### src/rtl/vga_timing_gen_pkg.sv
// Shared timing constants and types for the VGA raster generator.
// Defaults describe 640x480@60 from a 100 MHz clock (25 MHz pixel rate).
package vga_timing_gen_pkg;

    localparam int CNT_W   = 10;
    localparam int CNT_MAX = 1 << CNT_W;

    localparam int DEF_DIV    = 4;
    localparam int DEF_H_SYNC = 96;
    localparam int DEF_H_BP   = 48;
    localparam int DEF_H_VIS  = 640;
    localparam int DEF_H_FP   = 16;
    localparam int DEF_V_SYNC = 2;
    localparam int DEF_V_BP   = 33;
    localparam int DEF_V_VIS  = 480;
    localparam int DEF_V_FP   = 10;

    typedef logic [CNT_W-1:0] count_t;

    // A raster dimension must be non-empty and addressable by a count_t.
    function automatic bit timingFits(input int total);
        return (total >= 1) && (total <= CNT_MAX);
    endfunction

endpackage

### src/rtl/pix_clk_div.sv
// Pixel-enable divider: free-running modulo-DIV counter with a one-clk
// pix_tick on its last state. The tick is suppressed while reset is held.
module pix_clk_div
    import vga_timing_gen_pkg::*;
#(
    parameter int DIV = DEF_DIV
) (
    input  logic clk,
    input  logic reset,
    output logic pix_tick
);

    localparam logic [3:0] DIV_LAST = 4'(DIV - 1);

    logic [3:0] divCntReg;
    logic [3:0] divCntNext;

    always_comb begin
        divCntNext = divCntReg + 4'd1;
        if (divCntReg == DIV_LAST) begin
            divCntNext = 4'd0;
        end
    end

    always_ff @(posedge clk) begin
        if (reset) begin
            divCntReg <= 4'd0;
        end else begin
            divCntReg <= divCntNext;
        end
    end

    // With DIV=1 the counter sits at 0 == DIV_LAST, so the tick is constant.
    assign pix_tick = (divCntReg == DIV_LAST) && !reset;

endmodule

### src/rtl/vga_timing_gen.sv
// VGA raster timing source: h/v scan counters, registered sync/bright
// outputs aligned to the counts, and per-line / per-frame strobes.
module vga_timing_gen
    import vga_timing_gen_pkg::*;
#(
    parameter int DIV    = DEF_DIV,
    parameter int H_SYNC = DEF_H_SYNC,
    parameter int H_BP   = DEF_H_BP,
    parameter int H_VIS  = DEF_H_VIS,
    parameter int H_FP   = DEF_H_FP,
    parameter int V_SYNC = DEF_V_SYNC,
    parameter int V_BP   = DEF_V_BP,
    parameter int V_VIS  = DEF_V_VIS,
    parameter int V_FP   = DEF_V_FP
) (
    input  logic             clk,
    input  logic             reset,
    output logic [CNT_W-1:0] hCount,
    output logic [CNT_W-1:0] vCount,
    output logic             hSync,
    output logic             vSync,
    output logic             bright,
    output logic             pix_tick,
    output logic             line_tick,
    output logic             frame_tick
);

    localparam int H_TOTAL = H_SYNC + H_BP + H_VIS + H_FP;
    localparam int V_TOTAL = V_SYNC + V_BP + V_VIS + V_FP;
    localparam int H_START = H_SYNC + H_BP;
    localparam int V_START = V_SYNC + V_BP;

    generate
        if (!timingFits(H_TOTAL) || !timingFits(V_TOTAL) || DIV < 1 || DIV > 16) begin : g_badParams
            $error("vga_timing_gen: H_TOTAL/V_TOTAL must be 1..1024 and DIV 1..16");
        end
    endgenerate

    localparam count_t H_LAST   = count_t'(H_TOTAL - 1);
    localparam count_t V_LAST   = count_t'(V_TOTAL - 1);
    localparam count_t H_SYNC_C = count_t'(H_SYNC);
    localparam count_t V_SYNC_C = count_t'(V_SYNC);
    // Window bounds are one bit wider: START+VIS may equal 1024.
    localparam logic [CNT_W:0] H_BEG = (CNT_W+1)'(H_START);
    localparam logic [CNT_W:0] H_END = (CNT_W+1)'(H_START + H_VIS);
    localparam logic [CNT_W:0] V_BEG = (CNT_W+1)'(V_START);
    localparam logic [CNT_W:0] V_END = (CNT_W+1)'(V_START + V_VIS);

    logic   pixTick;
    count_t hCountReg, hCountNext;
    count_t vCountReg, vCountNext;
    logic   hSyncReg, vSyncReg, brightReg;
    logic   hInWindow, vInWindow;

    pix_clk_div #(
        .DIV(DIV)
    ) u_pixDiv (
        .clk      (clk),
        .reset    (reset),
        .pix_tick (pixTick)
    );

    always_comb begin
        hCountNext = hCountReg;
        vCountNext = vCountReg;
        if (pixTick) begin
            if (hCountReg == H_LAST) begin
                hCountNext = '0;
                vCountNext = (vCountReg == V_LAST) ? '0 : vCountReg + 1'b1;
            end else begin
                hCountNext = hCountReg + 1'b1;
            end
        end
    end

    assign hInWindow = ({1'b0, hCountNext} >= H_BEG) && ({1'b0, hCountNext} < H_END);
    assign vInWindow = ({1'b0, vCountNext} >= V_BEG) && ({1'b0, vCountNext} < V_END);

    // Sync/bright decode the next-state counts so they register alongside them.
    always_ff @(posedge clk) begin
        if (reset) begin
            hCountReg <= '0;
            vCountReg <= '0;
            hSyncReg  <= 1'b0;
            vSyncReg  <= 1'b0;
            brightReg <= 1'b0;
        end else begin
            hCountReg <= hCountNext;
            vCountReg <= vCountNext;
            hSyncReg  <= !(hCountNext < H_SYNC_C);
            vSyncReg  <= !(vCountNext < V_SYNC_C);
            brightReg <= hInWindow && vInWindow;
        end
    end

    assign hCount     = hCountReg;
    assign vCount     = vCountReg;
    assign hSync      = hSyncReg;
    assign vSync      = vSyncReg;
    assign bright     = brightReg;
    assign pix_tick   = pixTick;
    assign line_tick  = pixTick && (hCountReg == H_LAST);
    assign frame_tick = line_tick && (vCountReg == V_LAST);

endmodule

### config.mk
export PLATFORM = sky130hd
export DESIGN_NAME = vga_timing_gen
export DESIGN_NICKNAME = d
export VERILOG_FILES = /design/src/rtl/vga_timing_gen_pkg.sv /design/src/rtl/pix_clk_div.sv /design/src/rtl/vga_timing_gen.sv
export SDC_FILE = /design/constraint.sdc
export NUM_CORES = 1
export LEC_CHECK = 0
export CAP_MARGIN = 10
export CORE_UTILIZATION = 56
export CTS_CLUSTER_DIAMETER = 100
export DETAILED_ROUTE_END_ITERATION = 7
export PLACE_DENSITY_LB_ADDON = 0.2
export SYNTH_ARGS = -nofsm -noshare
export SYNTH_HDL_FRONTEND = slang
export SYNTH_SLANG_ARGS = --single-unit
### constraint.sdc
create_clock -name clk -period 8.3 [get_ports clk]
set_input_delay 1.66 -clock clk [delete_from_list [all_inputs] [get_ports clk]]
set_output_delay 1.66 -clock clk [all_outputs]
set_load 0.05 [all_outputs]
==> impl_metrics.ini <==
[run_status]
outcome = finished, final reports clean

[synth]
ys_seq_area_share_pct = 34.8
synth_adder_area_share_pct = 3.22
synth_area_leaders = dfxtp_1 35%, nor2_1 7.5%, xnor2_1 3.9%, a21oi_1 3.9%, xor2_1 3.4%
ys.flop_type = dfxtp_1
ys_top_cells_by_count = 31 x nor2_1, 27 x dfxtp_1, 13 x nand2_1
synth_mux_area_share_pct = 0.645
ys_types = 50
synth_top_family_by_area = simple AND/OR/NAND/NOR gates
netlist_area_um2 = 1550
synth-edff-count = 0
synth_most_common_cell = nor2_1
syn_inst = 182
syn-num-nets = 188
syn_area_per_cell_um2 = 8.53
synth_top_area_share_pct = 34.8
yosys_register_bits = 27
yosysTopAreaCell = dfxtp_1
synth_compound_gate_area_share_pct = 18.5
synth-simple-area-share_pct = 28.5
yosys_warnings = 0
async_reset_ff_share_pct = 0
synth_xor_area_share_pct = 7.33

[global_route]
antenna_found_initial = 0
grt_max_degree = 24
grt_first_pass_wirelength_um = 4930
grt_pass1_vias = 1112
grt.overflow.total = 0
grtUsageTotal_pct = 22.5

[timing]
rsz0062_at_grt = no
slew_violations = 0
finalSetupViolations = 0
finalHoldViolCount = 0
hold_slack_ns = 0.460
fin_crit_sh_pct = 77.9
fin_crit_ns = 6.46
worst-slew-pin-transition_ns = 0.838
fmax_mhz = 155
setup-tns-final_ns = 0
fin_worst_skew_ns = 0.0109
slew_headroom_pct = 43.9

[final_layout]
drive_above_1_share_pct = 9.22
antennaDiodeCount = 0
n_fill_cell = 206
postLayoutCoreUtil_pct = 71.4
area_growth_pct = 17.0
layout.nets = 213

[worst_setup_path]
cp-startpoint = reset
criticalPathCategory = in2out
r2r_slack_ns = 5.06
startpoint_type = input port
cp.required_ns = 6.64
cp.arrival_ns = 4.80
reg2regPathDepth = 9
regToRegStartpoint = u_pixDiv.divCntReg[0]
timing.rr.end = bright
crit_fanout = 23
end_kind = primary output

[hold_path]
min_to = u_pixDiv.divCntReg[0]
hold_path_depth = 1
hp-start = u_pixDiv.divCntReg[0]
hold_path.class = reg2reg

[floorplanning]
start_util_pct = 61.0
dieWidth_um = 54.7
die_height_um = 54.7
die_area_um2 = 2990
fp.coreArea_um2 = 2540
ios = 28
row_count = 18

[placement]
io_buffers = 27
place.gp.congestion = 0.896
hpwl_um = 2320

[routing]
ant_nets = 0
avgRoutedWirePerCell_um = 13.1
vias = 1405
drc = 0
drt-total-wl_um = 3100
firstDrtPassIters = 4
routed_via_density = 5.95
drtIter0Drc = 47

[clock_network]
cts_sinks = 27
htreeDepth = 1
cts_setup_buffers = 0
cts_buffers = 3
ctsResizeCount = 0
cts_max_path_buffers = 2
cts_tree = yes
holdBufCountCts = 0
clockRootBuffer = clkbuf_4
clkLatencyLatePin_ns = 0.33
path_clk_slew_ns = 0.16

[power_and_ir_drop]
peakVddDrop_uv = 123
power.density_nw_per_um2 = 114
power_leakage_nw = 0.636

[job]
drv_cap = 0
==> cell type report <==
type                            count  area (µm²)  area share (%)
Multi-Input combinational cell    141         905            49.8
Sequential cell                    27         541            29.8
Timing Repair Buffer               27         270            14.9
Tap cell                           30        37.5            2.07
Inverter                            7        33.8            1.86
Clock buffer                        3        22.5            1.24
Clock inverter                      1        7.51           0.413
==> registers in the layout, indices dropped and copies added (netlist names) <==
name and cells:
bright 1, hCount 10, hSync 1, vCount 10, vSync 1, u_pixDiv.divCntReg 4
==> worst max-delay path: stages <==
cell and delay (ns):
clkdlybuf4s50_1 0.84, or4b_4 0.72, or4_4 0.62, inv_8 0.14
clkdlybuf4s50_1 0.81
==> cells by family after synthesis <==
family | Yosys count
multiplexers | 1
XOR/XNOR | 13
flip-flops | 27
AND/OR/NAND/NOR | 83
AO/OA/AOI/OAI | 40
adder cells (fa/ha/maj) | 4
buffers and inverters | 14
==> routing by layer <==
layer  routed length (µm)  GRT usage (%)  share of wire, %
met1                 1620           35.0                52
met2                 1330           30.5                43
met3                  132           2.78               4.3
met4                   19           8.97              0.61
met5                    0              0                 0
==> layout by cell type, fill, tap and decap left out, drive strengths merged, types with 2 or more instances in the layout <==
cell / instances
xnor2: 7
o211ai: 4
or2: 4
a211oi: 2
nor4: 4
o21ai: 6
or4: 3
nor3: 3
dfxtp: 27
or4b: 2
ha: 4
a21oi: 12
xor2: 6
nand3: 9
a21o: 6
nand4: 6
nand2: 13
inv: 6
clkdlybuf4s50: 27
a311oi: 2
and3: 4
nor2: 31
clkbuf: 3
==> where the power goes <==
part           switching [mW]  internal [mW]
logic                 0.00842        0.00493
registers             0.00245          0.132
clock network          0.0415         0.0185
total                  0.0524          0.155
==> metrics by stage <==
stage          worst slack [ns]  instances  power [mW]  area [µm²]
6_report                   1.84        236       0.208        1820
5_1_grt                    1.75        236       0.217        1820
4_1_cts                    1.85        236       0.209        1820
3_5_place_dp               1.86        232       0.151        1790
3_3_place_gp               1.93        232       0.150        1790
2_1_floorplan              3.14        182       0.147        1550
==> worst max path at each step <==
stage                       to  cells after the start
CTS                  line_tick                      5
global placement     line_tick                      5
floorplan           frame_tick                      4
detailed placement   line_tick                      5
global route         line_tick                      5
finish               line_tick                      5
Note: power is estimated with default switching activity, not from simulation.
